===== src/rtl/seq_magnitude_comparator_if.sv =====
// Request/result bundle for the sequential magnitude comparator.
// The master drives the operands, mode and cascade inputs; the slave returns the handshake and the L/E/G result.
interface seq_magnitude_comparator_if #(
  parameter int WIDTH = 32
);
  logic             start;
  logic             sgn;
  logic [WIDTH-1:0] a;
  logic [WIDTH-1:0] b;
  logic             l;
  logic             e;
  logic             g;
  logic             busy;
  logic             done;
  logic             L;
  logic             E;
  logic             G;

  modport master (
    output start, sgn, a, b, l, e, g,
    input  busy, done, L, E, G
  );

  modport slave (
    input  start, sgn, a, b, l, e, g,
    output busy, done, L, E, G
  );
endinterface


===== src/rtl/seq_magnitude_comparator.sv =====
// Multi-cycle magnitude compare, one DIGIT-bit digit per cycle from the MSB, exiting at the first difference.
// Latency 1..N cycles after the start edge; start is ignored while busy, and accepted again in the done cycle.
module seq_magnitude_comparator #(
  parameter int WIDTH = 32,
  parameter int DIGIT = 4
) (
  input logic                  clk,
  input logic                  rst,
  seq_magnitude_comparator_if.slave bus
);
  localparam int N    = WIDTH / DIGIT;
  localparam int IDXW = (N > 1) ? $clog2(N) : 1;
  localparam logic [DIGIT-1:0] MSB_MASK = DIGIT'(1) << (DIGIT - 1);

  typedef enum logic {S_IDLE, S_COMPARE} state_t;

  state_t            r_state;
  logic [WIDTH-1:0]  r_a;
  logic [WIDTH-1:0]  r_b;
  logic              r_sgn;
  logic              r_l;
  logic              r_e;
  logic              r_g;
  logic [IDXW-1:0]   r_idx;
  logic              r_busy;
  logic              r_done;
  logic              r_L;
  logic              r_E;
  logic              r_G;

  logic [DIGIT-1:0]  w_da;
  logic [DIGIT-1:0]  w_db;
  logic [DIGIT-1:0]  w_da_c;
  logic [DIGIT-1:0]  w_db_c;
  logic              w_flip;
  logic              w_gt;
  logic              w_lt;

  always_comb begin
    w_da = '0;
    w_db = '0;
    for (int i = 0; i < N; i++) begin
      if (r_idx == IDXW'(i)) begin
        w_da = r_a[i*DIGIT +: DIGIT];
        w_db = r_b[i*DIGIT +: DIGIT];
      end
    end
    // Inverting the sign bit maps two's-complement order onto unsigned order.
    w_flip = r_sgn && (r_idx == IDXW'(N - 1));
    w_da_c = w_flip ? (w_da ^ MSB_MASK) : w_da;
    w_db_c = w_flip ? (w_db ^ MSB_MASK) : w_db;
  end

  assign w_gt = (w_da_c > w_db_c);
  assign w_lt = (w_da_c < w_db_c);

  always_ff @(posedge clk or posedge rst) begin
    if (rst) begin
      r_state <= S_IDLE;
      r_a     <= '0;
      r_b     <= '0;
      r_sgn   <= 1'b0;
      r_l     <= 1'b0;
      r_e     <= 1'b0;
      r_g     <= 1'b0;
      r_idx   <= '0;
      r_busy  <= 1'b0;
      r_done  <= 1'b0;
      r_L     <= 1'b0;
      r_E     <= 1'b0;
      r_G     <= 1'b0;
    end else begin
      r_done <= 1'b0;
      case (r_state)
        S_IDLE: begin
          if (bus.start) begin
            r_a     <= bus.a;
            r_b     <= bus.b;
            r_sgn   <= bus.sgn;
            r_l     <= bus.l;
            r_e     <= bus.e;
            r_g     <= bus.g;
            r_idx   <= IDXW'(N - 1);
            r_busy  <= 1'b1;
            r_state <= S_COMPARE;
          end
        end
        S_COMPARE: begin
          if (w_gt || w_lt) begin
            r_L     <= w_lt;
            r_E     <= 1'b0;
            r_G     <= w_gt;
            r_done  <= 1'b1;
            r_busy  <= 1'b0;
            r_state <= S_IDLE;
          end else if (r_idx == '0) begin
            // All digits equal: the lower-order stage decides, passed through as-is.
            r_L     <= r_l;
            r_E     <= r_e;
            r_G     <= r_g;
            r_done  <= 1'b1;
            r_busy  <= 1'b0;
            r_state <= S_IDLE;
          end else begin
            r_idx <= r_idx - IDXW'(1);
          end
        end
        default: r_state <= S_IDLE;
      endcase
    end
  end

  assign bus.busy = r_busy;
  assign bus.done = r_done;
  assign bus.L    = r_L;
  assign bus.E    = r_E;
  assign bus.G    = r_G;
endmodule


===== src/flat_wrapper.sv =====
// flat-port wrapper written by rule: the top's interface ports become plain ports
module seq_magnitude_comparator_flat 
#(
  parameter int WIDTH = 32,
  parameter int DIGIT = 4
)
  (clk, rst, bus_start, bus_sgn, bus_a, bus_b, bus_l, bus_e, bus_g, bus_busy, bus_done, bus_L, bus_E, bus_G);
  seq_magnitude_comparator_if #(.WIDTH(WIDTH)) bus_i ();
  input logic clk;
  input logic rst;
  input wire logic [$bits(bus_i.start)-1:0] bus_start;
  input wire logic [$bits(bus_i.sgn)-1:0] bus_sgn;
  input wire logic [$bits(bus_i.a)-1:0] bus_a;
  input wire logic [$bits(bus_i.b)-1:0] bus_b;
  input wire logic [$bits(bus_i.l)-1:0] bus_l;
  input wire logic [$bits(bus_i.e)-1:0] bus_e;
  input wire logic [$bits(bus_i.g)-1:0] bus_g;
  output wire logic [$bits(bus_i.busy)-1:0] bus_busy;
  output wire logic [$bits(bus_i.done)-1:0] bus_done;
  output wire logic [$bits(bus_i.L)-1:0] bus_L;
  output wire logic [$bits(bus_i.E)-1:0] bus_E;
  output wire logic [$bits(bus_i.G)-1:0] bus_G;
  assign bus_i.start = bus_start;
  assign bus_i.sgn = bus_sgn;
  assign bus_i.a = bus_a;
  assign bus_i.b = bus_b;
  assign bus_i.l = bus_l;
  assign bus_i.e = bus_e;
  assign bus_i.g = bus_g;
  assign bus_busy = bus_i.busy;
  assign bus_done = bus_i.done;
  assign bus_L = bus_i.L;
  assign bus_E = bus_i.E;
  assign bus_G = bus_i.G;
  seq_magnitude_comparator #(.WIDTH(WIDTH), .DIGIT(DIGIT)) u_core (.clk(clk), .rst(rst), .bus(bus_i));
endmodule

===== config.mk =====
export PLATFORM = sky130hd
export DESIGN_NAME = seq_magnitude_comparator_flat
export DESIGN_NICKNAME = d
export VERILOG_FILES = /design/src/rtl/seq_magnitude_comparator_if.sv /design/src/rtl/seq_magnitude_comparator.sv /design/src/flat_wrapper.sv
export SDC_FILE = /design/constraint.sdc
export NUM_CORES = 1
export LEC_CHECK = 0
export CORE_MARGIN = 10
export CORE_UTILIZATION = 30
export DETAILED_ROUTE_END_ITERATION = 16
export PLACE_DENSITY = 0.63
export SLEW_MARGIN = 20
export SYNTH_ARGS = -nofsm -noshare
export SYNTH_HDL_FRONTEND = slang
export SYNTH_SLANG_ARGS = --single-unit
export TNS_END_PERCENT = 100

===== constraint.sdc =====
create_clock -name clk -period 3.19 [get_ports clk]
set_input_delay 0.319 -clock clk [delete_from_list [all_inputs] [get_ports clk]]
set_output_delay 0.319 -clock clk [all_outputs]
set_load 0.01 [all_outputs]

==> flow_metrics.py <==
metrics = {
    "floorplanning": {
        "io_pins": 76,
        "die_h_um": 131,
        "die_w_um": 131,
        "fp-row-count": 40,
        "dieArea_mm2": 0.0172,
        "initial_core_util_pct": 30.8,
        "core_area_mm2": 0.0121,
    },
    "synth": {
        "synth_warnings": 0,
        "syn_avg_cell_area_um2": 12.3,
        "synth.ff_latch_count": 77,
        "netlist_area_mm2": 0.00371,
        "synth_fp_nets": 382,
        "synth_cell_types": 52,
        "syn-instance-count": 302,
        "ys_seq_area_share_pct": 51.9,
    },
    "final_layout": {
        "stdcell_count": 554,
        "fin_nets": 461,
        "areaGrowthSynthToFinish_pct": 34.8,
        "nFillCells": 1181,
        "drive_above_1_share_pct": 13.7,
        "antennaDiodeCount": 0,
    },
    "drt": {
        "viasPerCell": 4.77,
        "via_count": 2641,
        "routed_wl_um": 9460,
        "detail_route.iter0.violations": 216,
        "ant_nets": 0,
        "wl_per_cell_um": 17.1,
        "first_pass_iters": 4,
        "route.detailed.drc": 0,
    },
    "critical_path": {
        "cp.depth": 11,
        "end_kind": "register",
        "path_common_cell": "ha_1",
        "path_buf_inv": 2,
        "worstPathRequired_ps": 3450,
        "r2r_cells": 11,
        "start_kind": "register",
        "critical_path_arrival_ps": 3240,
        "cp_slowest_cell": "mux4_2",
        "path_delay_family": "simple AND/OR/NAND/NOR gates",
        "cp_slowest_stage_delay_ps": 470,
        "path_class": "reg2reg",
        "crit_path_cell_trace": "inv_1 -> ha_1 -> buf_4 -> a22oi_2 -> o21ai_1 -> mux4_2 -> ha_1 -> nor4b_4 -> nor2_1 -> nand3b_1 -> mux2i_1",
        "cp_max_fo": 16,
    },
    "global_routing": {
        "grt_max_degree": 40,
        "grt_usage_pct": 11.2,
        "antenna_found_initial": 0,
        "grt_pass1_wl_um": 15400,
        "grt-ovfl-total": 0,
        "grt_pass1_vias": 2896,
    },
    "run": {
        "cap_viol_max_count": 0,
    },
    "power_and_ir_drop": {
        "p_per_area_mw_per_mm2": 748,
        "internal-power_w": 0.00259,
        "power_leakage_nw": 2.07,
        "power.share.clock_pct": 27.2,
        "power_frac_comb_pct": 30.2,
        "switching_share_pct": 30.7,
        "p_switching_w": 0.00115,
        "power.ir.vdd_worst_uv": 386,
        "seqPwrFrac_pct": 42.6,
    },
    "cts": {
        "root_buffer": "clkbuf_16",
        "path_clk_slew_ps": 60,
        "cts_tree": "built",
        "cts.htree.levels": 3,
        "clockBufferDepth": 2,
        "tritoncts.num_buffers": 9,
        "clock-sinks": 77,
        "post_cts.repair.setup_buffers": 0,
        "clk_latency_ps": 340,
    },
    "timing": {
        "clock_skew_ps": 8.25,
        "tightest_slew_ps": 838,
        "maxSlewViolCount": 0,
        "fmax_mhz": 335,
        "rsz0062_at_grt": "no",
        "final.period_utilization_pct": 93.5,
        "setup_tns_ps": 0,
        "finalSetupViolations": 0,
        "min_period_ps": 2980,
        "relSlewSlack_pct": 44.1,
        "hold_viol_final": 0,
    },
    "hold_path": {
        "hold_class": "in2async",
    },
    "placement": {
        "dp_hpwl_um": 7290,
        "placed_cells": 538,
        "io_buffers": 75,
        "gp_congestion": 0.864,
    },
    "status": {
        "status": "finished, final reports clean",
    },
}
==> kinds of logic after synthesis <==
kind of cell / synth area share, %
AO/OA/AOI/OAI: 12.0
XOR/XNOR: 0.472
adder cells (fa/ha/maj): 3.03
buffers and inverters: 4.08
flip-flops: 51.9
multiplexers: 21.2
AND/OR/NAND/NOR: 7.28
==> per-layer routing <==
metal,share of wire (%),up-vias,global-route usage [%]
li1,-,1250,-
met1,45,1305,13.5
met2,49,69,18.3
met3,4.4,17,3.81
met4,2.1,0,3.88
met5,0,-,0
==> Yosys cell counts, drive strengths merged <==
| master | number | area share (%) |
|---|---|---|
| dfrtp | 77 | 52 |
| mux2 | 66 | 20 |
| nand2 | 23 | 2.3 |
| buf | 18 | 3.0 |
| nor2 | 18 | 1.8 |
| o21ai | 14 | 1.9 |
| a21oi | 11 | 1.5 |
| ha | 9 | 3.0 |
| inv | 9 | 0.91 |
| a221oi | 8 | 1.9 |
| a22oi | 3 | 0.88 |
| nand2b | 3 | 0.51 |
| nand3b | 3 | 0.61 |
| nor2b | 3 | 0.57 |
| o211ai | 3 | 0.61 |
| mux2i | 2 | 0.54 |
| nand4 | 2 | 0.51 |
| o21a | 2 | 0.40 |
| o22ai | 2 | 0.34 |
| o2bb2ai | 2 | 0.47 |
| o311ai | 2 | 0.47 |
| xor2 | 2 | 0.47 |
| a211oi | 1 | 0.20 |
| a21bo | 1 | 0.27 |
| a21o | 1 | 0.20 |
| a22o | 1 | 0.24 |
| a2bb2oi | 1 | 0.24 |
| a31o | 1 | 0.24 |
| a31oi | 1 | 0.17 |
| a32o | 1 | 0.27 |
| a32oi | 1 | 0.24 |
| a41oi | 1 | 0.24 |
| clkbuf | 1 | 0.10 |
| clkinv | 1 | 0.10 |
| mux4 | 1 | 0.61 |
| nand3 | 1 | 0.13 |
| nor4b | 1 | 0.64 |
| o211a | 1 | 0.27 |
| o21bai | 1 | 0.20 |
| o311a | 1 | 0.27 |
| o31ai | 1 | 0.57 |
| or2 | 1 | 0.17 |
==> state kept, by name, summed over array words and instances (netlist names) <==
name,count
u_core.bus.E,1
u_core.bus.G,1
u_core.bus.L,1
u_core.bus.busy,1
u_core.bus.done,1
u_core.r_a,32
u_core.r_b,32
u_core.r_e,1
u_core.r_g,1
u_core.r_idx,3
u_core.r_l,1
u_core.r_sgn,1
u_core.r_state,1
==> worst register-to-register path, delay by kind of cell (launching register included) <==
kind                     cells  cell delay, ps
adder cells (fa/ha/maj)      2             510
AO/OA/AOI/OAI                2             280
AND/OR/NAND/NOR              3             700
multiplexers                 2             690
buffers and inverters        2             320
flip-flops                   1             400
==> placed cells by master (no fill, tap or decap), drive strengths merged, types with 3 or more instances in the layout <==
master and instances:
a21oi 11, a221oi 8, a22oi 3, buf 12, clkbuf 11, clkdlybuf4s50 75
dfrtp 77, ha 9, inv 10, mux2 66, nand2 23, nand2b 3
nand3b 3, nor2 18, nor2b 3, o211ai 3, o21ai 14
==> per-stage QoR <==
step | worst slack [ps] | utilization (%) | total power, W | hold slack [ps] | cell area, um^2
4_1_cts | 167 | 41.4 | 0.00379 | 495 | 4990
3_3_place_gp | 292 | 38.9 | 0.00271 | 471 | 4690
5_1_grt | 55.4 | 41.5 | 0.00399 | 506 | 5000
2_1_floorplan | 461 | - | 0.00231 | 436 | 3710
3_5_place_dp | 183 | 38.9 | 0.00275 | 476 | 4690
6_report | 206 | 41.5 | 0.00374 | 474 | 5000
==> layout make-up <==
cell class	count	area (um^2)	area share (%)
Clock buffer	11	243	4.85
Timing Repair Buffer	87	878	17.6
Sequential cell	77	1930	38.5
Inverter	10	37.5	0.750
Multi-Input combinational cell	196	1650	32.9
Clock inverter	5	58.8	1.18
Tap cell	168	210	4.20
==> worst paths after layout <==
| kind | start | to | slack, ps |
|---|---|---|---|
| max in group asynchronous | rst | u_core.bus.done$_DFF_PP0_ | 2010 |
| worst max-delay path | u_core.r_idx[1]$_DFFE_PP0P_ | u_core.r_idx[0]$_DFFE_PP0P_ | 210 |
| worst min-delay path | rst | u_core.r_a[30]$_DFFE_PP0P_ | 470 |
| worst min register to register | u_core.bus.busy$_DFFE_PP0P_ | u_core.bus.busy$_DFFE_PP0P_ | 490 |
| worst max register to register | u_core.r_idx[1]$_DFFE_PP0P_ | u_core.r_idx[0]$_DFFE_PP0P_ | 210 |
| min in group clk | u_core.bus.busy$_DFFE_PP0P_ | u_core.bus.busy$_DFFE_PP0P_ | 490 |
==> what timing repair did <==
item,CTS,global route
hold buffers,0,0
gates resized for setup,0,2
endpoints found under the setup margin,0,6
==> power by group through the flow <==
stage          registers [W]  clock network (W)  logic [W]
6_report             0.00159            0.00102    0.00113
5_1_grt              0.00164            0.00109    0.00125
4_1_cts              0.00160            0.00105    0.00115
3_5_place_dp         0.00161                  0    0.00114
3_3_place_gp         0.00161                  0    0.00110
2_1_floorplan        0.00151                  0   0.000796
(Power assumes the default switching activity.)
